`src/rtl/dvi_pattern_gen.sv`:
```
// Test-pattern source for the DVI output stage: colour bars, checkerboard, gradient
// and bouncing square, with a frame-synchronous pattern sequencer. Colour is 1 cycle late.
module dvi_pattern_gen #(
  parameter int X_POS_W            = 10,
  parameter int Y_POS_W            = 10,
  parameter int COLOR_W            = 8,
  parameter int H_VISIBLE          = 640,
  parameter int V_VISIBLE          = 480,
  parameter int CHECKER_LOG2       = 5,
  parameter int SQUARE_SIZE        = 32,
  parameter int SQUARE_STEP        = 2,
  parameter int FRAMES_PER_PATTERN = 120
) (
  input  logic               pixel_clk_i,
  input  logic               rst_i,
  input  logic [X_POS_W-1:0] x_i,
  input  logic [Y_POS_W-1:0] y_i,
  input  logic               auto_en_i,
  input  logic               next_pattern_i,
  output logic [COLOR_W-1:0] red_o,
  output logic [COLOR_W-1:0] green_o,
  output logic [COLOR_W-1:0] blue_o,
  output logic [1:0]         pattern_o
);

  typedef enum logic [1:0] {
    PAT_BARS     = 2'd0,
    PAT_CHECKER  = 2'd1,
    PAT_GRADIENT = 2'd2,
    PAT_SQUARE   = 2'd3
  } pattern_e;

  localparam int CNT_W = (FRAMES_PER_PATTERN > 1) ? $clog2(FRAMES_PER_PATTERN) : 1;

  localparam logic [X_POS_W-1:0] H_VIS    = X_POS_W'(H_VISIBLE);
  localparam logic [Y_POS_W-1:0] V_VIS    = Y_POS_W'(V_VISIBLE);
  localparam logic [X_POS_W-1:0] H_LAST   = X_POS_W'(H_VISIBLE - 1);
  localparam logic [Y_POS_W-1:0] V_LAST   = Y_POS_W'(V_VISIBLE - 1);
  localparam logic [X_POS_W-1:0] BAR_W    = X_POS_W'(H_VISIBLE / 8);
  localparam logic [CNT_W-1:0]   CNT_LAST = CNT_W'(FRAMES_PER_PATTERN - 1);
  localparam logic [COLOR_W-1:0] FULL     = {COLOR_W{1'b1}};

  // Square arithmetic carries one guard bit so the bounce tests never wrap.
  localparam logic [X_POS_W:0] SQX_MAX  = (X_POS_W+1)'(H_VISIBLE - SQUARE_SIZE);
  localparam logic [X_POS_W:0] SQX_STEP = (X_POS_W+1)'(SQUARE_STEP);
  localparam logic [X_POS_W:0] SQX_SIZE = (X_POS_W+1)'(SQUARE_SIZE);
  localparam logic [Y_POS_W:0] SQY_MAX  = (Y_POS_W+1)'(V_VISIBLE - SQUARE_SIZE);
  localparam logic [Y_POS_W:0] SQY_STEP = (Y_POS_W+1)'(SQUARE_STEP);
  localparam logic [Y_POS_W:0] SQY_SIZE = (Y_POS_W+1)'(SQUARE_SIZE);

  pattern_e           pattern_q, pattern_d;
  logic [CNT_W-1:0]   frame_cnt_q, frame_cnt_d;
  logic               pending_q, pending_d;
  logic [X_POS_W-1:0] sq_x_q, sq_x_d;
  logic [Y_POS_W-1:0] sq_y_q, sq_y_d;
  logic               dir_x_q, dir_x_d;
  logic               dir_y_q, dir_y_d;
  logic [COLOR_W-1:0] red_q, red_d;
  logic [COLOR_W-1:0] green_q, green_d;
  logic [COLOR_W-1:0] blue_q, blue_d;

  logic               frame_tick;
  logic               advance;
  logic               visible;
  logic               in_square;
  logic               checker_white;
  logic [2:0]         bar;
  logic [X_POS_W:0]   x_ext, sq_x_ext, sq_x_sum;
  logic [Y_POS_W:0]   y_ext, sq_y_ext, sq_y_sum;

  assign frame_tick = (x_i == H_LAST) && (y_i == V_LAST);
  assign visible    = (x_i < H_VIS) && (y_i < V_VIS);
  assign bar        = 3'(x_i / BAR_W);

  assign checker_white = x_i[CHECKER_LOG2] ^ y_i[CHECKER_LOG2];

  assign x_ext    = {1'b0, x_i};
  assign y_ext    = {1'b0, y_i};
  assign sq_x_ext = {1'b0, sq_x_q};
  assign sq_y_ext = {1'b0, sq_y_q};
  assign sq_x_sum = sq_x_ext + SQX_STEP;
  assign sq_y_sum = sq_y_ext + SQY_STEP;

  assign in_square = (x_ext >= sq_x_ext) && (x_ext < sq_x_ext + SQX_SIZE) &&
                     (y_ext >= sq_y_ext) && (y_ext < sq_y_ext + SQY_SIZE);

  // A request arriving on the tick cycle itself joins that tick's advance.
  assign advance = frame_tick &&
                   (pending_q || next_pattern_i || (auto_en_i && (frame_cnt_q == CNT_LAST)));

  always_comb begin
    pattern_d   = pattern_q;
    frame_cnt_d = frame_cnt_q;
    pending_d   = pending_q;
    if (frame_tick) begin
      if (advance) begin
        pattern_d   = pattern_e'(pattern_q + 2'd1);
        frame_cnt_d = '0;
        pending_d   = 1'b0;
      end else if (auto_en_i) begin
        frame_cnt_d = frame_cnt_q + CNT_W'(1);
      end
    end else if (next_pattern_i) begin
      pending_d = 1'b1;
    end
  end

  // dir = 0 moves towards larger coordinates, 1 towards zero.
  always_comb begin
    sq_x_d  = sq_x_q;
    sq_y_d  = sq_y_q;
    dir_x_d = dir_x_q;
    dir_y_d = dir_y_q;
    if (frame_tick) begin
      if (!dir_x_q) begin
        if (sq_x_sum >= SQX_MAX) begin
          sq_x_d  = SQX_MAX[X_POS_W-1:0];
          dir_x_d = 1'b1;
        end else begin
          sq_x_d = sq_x_sum[X_POS_W-1:0];
        end
      end else begin
        if (sq_x_ext <= SQX_STEP) begin
          sq_x_d  = '0;
          dir_x_d = 1'b0;
        end else begin
          sq_x_d = sq_x_q - SQX_STEP[X_POS_W-1:0];
        end
      end

      if (!dir_y_q) begin
        if (sq_y_sum >= SQY_MAX) begin
          sq_y_d  = SQY_MAX[Y_POS_W-1:0];
          dir_y_d = 1'b1;
        end else begin
          sq_y_d = sq_y_sum[Y_POS_W-1:0];
        end
      end else begin
        if (sq_y_ext <= SQY_STEP) begin
          sq_y_d  = '0;
          dir_y_d = 1'b0;
        end else begin
          sq_y_d = sq_y_q - SQY_STEP[Y_POS_W-1:0];
        end
      end
    end
  end

  // Bar order white..black falls out of the bar index bits directly.
  always_comb begin
    red_d   = '0;
    green_d = '0;
    blue_d  = '0;
    if (visible) begin
      case (pattern_q)
        PAT_BARS: begin
          red_d   = bar[1] ? '0 : FULL;
          green_d = bar[2] ? '0 : FULL;
          blue_d  = bar[0] ? '0 : FULL;
        end
        PAT_CHECKER: begin
          red_d   = checker_white ? FULL : '0;
          green_d = checker_white ? FULL : '0;
          blue_d  = checker_white ? FULL : '0;
        end
        PAT_GRADIENT: begin
          red_d   = x_i[COLOR_W-1:0];
          green_d = y_i[COLOR_W-1:0];
          blue_d  = x_i[COLOR_W-1:0] ^ y_i[COLOR_W-1:0];
        end
        default: begin
          red_d   = in_square ? FULL : '0;
          green_d = in_square ? FULL : '0;
          blue_d  = FULL;
        end
      endcase
    end
  end

  always_ff @(posedge pixel_clk_i or posedge rst_i) begin
    if (rst_i) begin
      pattern_q   <= PAT_BARS;
      frame_cnt_q <= '0;
      pending_q   <= 1'b0;
      sq_x_q      <= '0;
      sq_y_q      <= '0;
      dir_x_q     <= 1'b0;
      dir_y_q     <= 1'b0;
      red_q       <= '0;
      green_q     <= '0;
      blue_q      <= '0;
    end else begin
      pattern_q   <= pattern_d;
      frame_cnt_q <= frame_cnt_d;
      pending_q   <= pending_d;
      sq_x_q      <= sq_x_d;
      sq_y_q      <= sq_y_d;
      dir_x_q     <= dir_x_d;
      dir_y_q     <= dir_y_d;
      red_q       <= red_d;
      green_q     <= green_d;
      blue_q      <= blue_d;
    end
  end

  assign red_o     = red_q;
  assign green_o   = green_q;
  assign blue_o    = blue_q;
  assign pattern_o = pattern_q;

endmodule

```
`config.mk`:
```
export PLATFORM = sky130hd
export DESIGN_NAME = dvi_pattern_gen
export DESIGN_NICKNAME = d
export VERILOG_FILES = /design/src/rtl/dvi_pattern_gen.sv
export SDC_FILE = /design/constraint.sdc
export NUM_CORES = 1
export LEC_CHECK = 0
export ABC_CLOCK_PERIOD_IN_PS = 3930
export BUFFER_PORTS_ARGS = -buffer_cell sky130_fd_sc_hd__buf_2
export CAP_MARGIN = 10
export CORE_ASPECT_RATIO = 2
export CORE_MARGIN = 3
export CORE_UTILIZATION = 43
export DETAILED_ROUTE_END_ITERATION = 12
export SYNTH_ARGS = -nofsm -noshare
export SYNTH_HDL_FRONTEND = slang
export SYNTH_SLANG_ARGS = --single-unit
```
`constraint.sdc`:
```
create_clock -name pixel_clk_i -period 3.93 [get_ports pixel_clk_i]
set_clock_uncertainty 0.05 [all_clocks]
set_input_delay 0.786 -clock pixel_clk_i [delete_from_list [all_inputs] [get_ports pixel_clk_i]]
set_output_delay 0.786 -clock pixel_clk_i [all_outputs]
set_load 0.01 [all_outputs]
```
=== Word-level counts from Yosys, hierarchy flattened ===
Cells that the tools add are included.

* Register bits: 56
* Input port bits: 24
* Output and inout port bits: 26
* Word-level logic and storage cells: 80

* Add/sub/neg operators: 8
* Divide/modulo/power cells: 1
* Order comparisons: 10
* Eq/ne operators: 6
* Muxes and demuxes: 28
* Bitwise operators: 2
* Reductions and logical operators: 15

{| class="wikitable"
|+ Operators by type and width
! kind !! number
|-
| 8-bit one-hot mux with 3 select lines || 3
|-
| 8-bit two-way mux || 8
|-
| 10-bit two-way mux || 6
|-
| 10-bit by 2-bit adder with 11-bit output (second input constant) || 2
|-
| 10-bit by 6-bit adder with 11-bit output (second input constant) || 2
|-
| 10-bit by 11-bit < comparator with 1-bit output || 2
|-
| 10-bit greater-or-equal comparator || 2
|-
| 10-bit by 2-bit <= comparator with 1-bit output (second input constant) || 2
|-
| 10-bit by 2-bit subtractor with 10-bit output (second input constant) || 2
|-
| 7-bit two-way mux || 2
|-
| 11-bit by 10-bit greater-or-equal comparator with 1-bit output (second input constant) || 1
|-
| 11-bit by 9-bit greater-or-equal comparator with 1-bit output (second input constant) || 1
|-
| 10-bit by 7-bit divider with 10-bit output (second input constant) || 1
|-
| 10-bit equality test (second input constant) || 1
|-
| 10-bit by 9-bit equality test with 1-bit output (second input constant) || 1
|-
| 10-bit < comparator (second input constant) || 1
|-
| 10-bit by 9-bit < comparator with 1-bit output (second input constant) || 1
|-
| 1-bit two-way mux || 9
|-
| 8-bit XOR || 1
|-
| 7-bit by 1-bit adder with 7-bit output (second input constant) || 1
|-
| 7-bit equality test (second input constant) || 1
|-
| 1-bit logical AND || 7
|-
| 2-bit AND reduction || 3
|-
| 2-bit nonzero test || 2
|-
| other kinds (7) || 8
|}

=== Logic depth before layout (Yosys ltp) ===
* Depth in word-level cells: 8
* Depth in mapped cells: 11
* Gate-level depth less buffers: 9

=== Least setup slack after synthesis ===
Ideal clock, no wire load.

* Kind: input port to flip-flop
* Start point: input port x_i[7]
* End point: register sq_x_q[5]
* Library setup time: 0.126 ns
* Arrival time: 2.597 ns
* Required time: 3.754 ns
* Slack: 1.157 ns
* Stages: 6
* Path buffers: 1
* Path through: nand2b_2 or4_4 or4_1 clkbuf_2 a21o_1 a221o_1

* Longest elaborated chain between the ends: 2

{| class="wikitable"
|+ Ends and longest elaborated chain
! element !! line !! source
|-
| start, declared || 16 || <nowiki>input logic [X_POS_W-1:0] x_i,</nowiki>
|-
| 10-bit equality test || 71 || <nowiki>assign frame_tick = (x_i == H_LAST) && (y_i == V_LAST);</nowiki>
|-
| 1-bit logical AND || 71 ||
|-
| end signal, assigned || 196 || <nowiki>sq_x_q <= sq_x_d;</nowiki>
|-
| end, declared || 54 || <nowiki>logic [X_POS_W-1:0] sq_x_q, sq_x_d;</nowiki>
|}

Every way passes these cells.
A chain may end at the register's enable or synchronous reset.

=== Final worst setup path ===
* Start point: register sq_x_q[7]
* End point: register red_q[5] (netlist: red_o[5])

* Longest elaborated chain between the ends: 8
* Elaborated cells between the ends (all ways): 9
* Classes of those cells: add/sub: 1; order compare: 2; mux: 3; reduce/logical: 3

{| class="wikitable"
|+ Ends and longest elaborated chain
! element !! line !! source
|-
| 10-bit by 6-bit adder with 11-bit output || 84 || <nowiki>assign in_square = (x_ext >= sq_x_ext) && (x_ext < sq_x_ext + SQX_SIZE) &&</nowiki>
|-
| 10-bit by 11-bit < comparator with 1-bit output || 84 ||
|-
| 1-bit logical AND (*) (2 in a row) || 84 ||
|-
| 1-bit logical AND (*) || 85 || <nowiki>(y_ext >= sq_y_ext) && (y_ext < sq_y_ext + SQY_SIZE);</nowiki>
|-
| 8-bit two-way mux (*) || 172 || <nowiki>red_d = in_square ? FULL : '0;</nowiki>
|-
| 8-bit one-hot mux with 3 select lines (*) || 155 || <nowiki>case (pattern_q)</nowiki>
|-
| 8-bit two-way mux (*) || 154 || <nowiki>if (visible) begin</nowiki>
|-
| named net red_d[5] || 58 || <nowiki>logic [COLOR_W-1:0] red_q, red_d;</nowiki>
|-
| end signal, assigned || 200 || <nowiki>red_q <= red_d;</nowiki>
|-
| end, declared || 58 ||
|}

The timed path passes the listed nets; every way through them passes the cells marked *.

==> impl_metrics.yaml <==
status:
  status: "completed"
route:
  vias: 3898
  postRouteAntennaNets: 0
  drc: 0
  first_pass_iters: 4
  drt-total-wl_um: 11800
  drt_iter0_markers: 162
  vias_per_cell: 5.84
  wire_per_inst_um: 17.7
synth:
  yosysWarnings: 0
  synth_async_sr_flop_share_pct: 100
  synthCells: 502
  yosys-mux-area-fraction_pct: 0.238
  netlist_area_sq_um: 4200
  synth_edf_count: 0
  synth_top_family_by_area: "compound AO/OA/AOI/OAI gates"
  ys_types: 69
  synth-compound-area-share_pct: 24.9
  avgSynthCellArea_sq_um: 8.37
  ys_seq_elements: 54
  synth_area_leaders: "dfrtp_1, ha_1, a21oi_1"
  yosysTopAreaCellShare_pct: 32.2
  ys_seq_area_share_pct: 32.2
  synth_fa_ha_area_share_pct: 12.8
  yosysTopAreaCell: "dfrtp_1"
  synth-simple-area-share_pct: 19.3
  synth_ff_type: "dfrtp_1"
  synth_nets: 569
  synth-xor-area-share_pct: 4.79
clocking:
  cts_buffer_depth: 2
  htreeDepth: 2
  clk_latency_ps: 300
  cts_resized: 0
  cts_num_sinks: 54
  numCtsBuffers: 5
  clock-root-buffer: "clkbuf_16"
  cts_tree: "yes"
  clk_pin_slew_ps: 70
  cts_setup_buffers: 0
  hold_buffers: 0
layout:
  final_nets: 604
  nFillCells: 942
  areaGrowthSynthToFinish_pct: 12.2
  n_antenna_cell: 0
  drive_above_1_share_pct: 14.5
  design_area_sq_um: 4720
  stdcell_count: 668
placed_design:
  routabilityCongestion: 0.915
  post_dp_cell_area_sq_um: 4540
  dp_cells: 660
  preCtsSetupSlack_ps: 687
  hpwl_um: 9280
  port-buffer-count: 49
critical_path:
  rrSetupSlack_ps: 980
  criticalPathCategory: "reg2reg"
  rr_startpoint: "sq_x_q[7]"
  cp.required_ps: 4020
  start_kind: "register"
  crit_arrival_ps: 3040
  worstSetupEndpointType: "register"
  r2r_end: "red_o[5]"
  crit_end: "red_o[5]"
  cp_max_fo: 16
  worst_r2r_path_depth: 6
  crit_start: "sq_x_q[7]"
timing:
  worst_pin_slew_ps: 939
  finalCritPeriodShare_pct: 75.0
  final-setup-viol-count: 0
  setup_ws_ps: 982
  fmax_ghz: 0.339
  rsz0062_at_grt: "no"
  maxSlewViolCount: 0
  timing.final.crit_period_ps: 2950
  hold_violations: 0
  setup-tns-final_ps: 0
  slew_headroom_pct: 37.3
global_routing:
  grt_pass1_vias: 3848
  grt_usage_pct: 21.4
  grt_max_degree: 43
  grt_pass1_wl_um: 19100
  grt_overflow: 0
  antenna_found_initial: 0
floorplanning:
  initial_utilization_pct: 44.5
  core_sq_um: 9450
  die_h_um: 146
  io_pins: 50
  die_width_um: 75.9
  dieArea_sq_um: 11100
  rows: 50
power_and_ir_drop:
  power_uw: 1210
  power-per-cell-area_nw_per_um2: 257
  p_leak_uw: 0.00214
  ir_drop_uv: 225
job:
  maxCapViolCount: 0
worst_hold_path:
  hold_class: "reg2reg"
==> final cells by class <==
class	instances	area [sq um]	share of cell area, %
clock buffers	6	139	2.95
well taps	130	163	3.45
flip-flops and latches	54	1350	28.7
clock inverters	2	38.8	0.822
inverters	32	120	2.55
multi-input cells	389	2610	55.4
repair buffers	55	290	6.16
==> stage by stage <==
step / util, % / hold slack (ps)
detailed placement: 48.0 / 491
floorplan: - / 440
finish: 49.9 / 493
CTS: 49.9 / 509
global placement: 48.0 / 483
global route: 49.9 / 539
==> report_power, final <==
group	switching [uW]	total, uW	internal [uW]
combinational	73.6	116	42.2
clock	213	534	321
sequential	1.53	564	562
==> logic make-up (layout without fill, tap and decap cells) <==
logic type      count (synthesis)  after routing
compound gates                162            162
xor+xnor                       23             23
fa+ha+maj                      43             43
buf+inv                        59             95
flops                          54             54
mux                             1              1
simple gates                  160            160
==> cells in the mapped netlist, types with 3 or more instances <==
cell	instances
clkbuf_1	18
a32oi_1	3
buf_2	5
a21o_1	9
xnor2_1	13
dfrtp_1	54
o211ai_1	5
nand2_1	50
a31oi_1	8
nor2_1	29
ha_1	43
nand2b_1	4
a21oi_1	56
and3_1	8
o2111ai_1	3
or3_1	4
nand4_1	8
o31ai_1	6
or4_1	4
o22ai_1	4
nand3_1	20
nor3_1	12
nor4_1	5
o21a_1	4
a2111oi_0	3
xor2_1	10
inv_1	32
o21ai_0	31
==> routing by layer <==
metal  share of wire [%]  vias up  GRT usage, %
met5                   0        -             0
met1                  37     1870          21.5
met4                 3.8        0          11.3
li1                    -     1908             -
met3                 3.4       23          2.29
met2                  56       97          42.1
==> sequential cells by signal, indices dropped and copies added, names as in the netlist <==
| signal | flops |
|---|---|
| dir_y_q | 1 |
| sq_y_q | 9 |
| red_o | 8 |
| dir_x_q | 1 |
| sq_x_q | 9 |
| blue_o | 8 |
| pending_q | 1 |
| pattern_o | 2 |
| green_o | 8 |
| frame_cnt_q | 7 |
==> how the worst min path moves through the flow <==
stage,start,to,slack [ps],cells past startpoint
2_1_floorplan,pending_q,pending_q,440,2
3_3_place_gp,frame_cnt_q[6],frame_cnt_q[6],480,1
3_5_place_dp,pending_q,pending_q,490,2
4_1_cts,pending_q,pending_q,510,2
5_1_grt,frame_cnt_q[6],frame_cnt_q[6],540,1
6_report,pending_q,pending_q,490,2
==> cell usage in the layout, fill, tap and decap left out, types with 6 or more instances in the layout <==
cell type | netlist | routed
buf_2 | 5 | 49
ha_1 | 43 | 43
nand4_1 | 8 | 8
inv_1 | 32 | 31
xor2_1 | 10 | 10
a31oi_1 | 8 | 8
nor3_1 | 12 | 12
a21o_1 | 9 | 9
and3_1 | 8 | 8
xnor2_1 | 13 | 13
nor2_1 | 29 | 29
o21ai_0 | 31 | 31
dfrtp_1 | 54 | 54
o31ai_1 | 6 | 6
a21oi_1 | 56 | 56
nand3_1 | 20 | 20
buf_4 | 2 | 6
nand2_1 | 50 | 50
==> worst max-delay path, stage by stage, from the launching register on <==
cell and delay [ps]:
dfrtp_1 600, inv_1 200, ha_1 360, a2111oi_0 650, a32o_1 270, o41a_1 560, a21oi_1 90
Power figures use the tool's default switching activity.
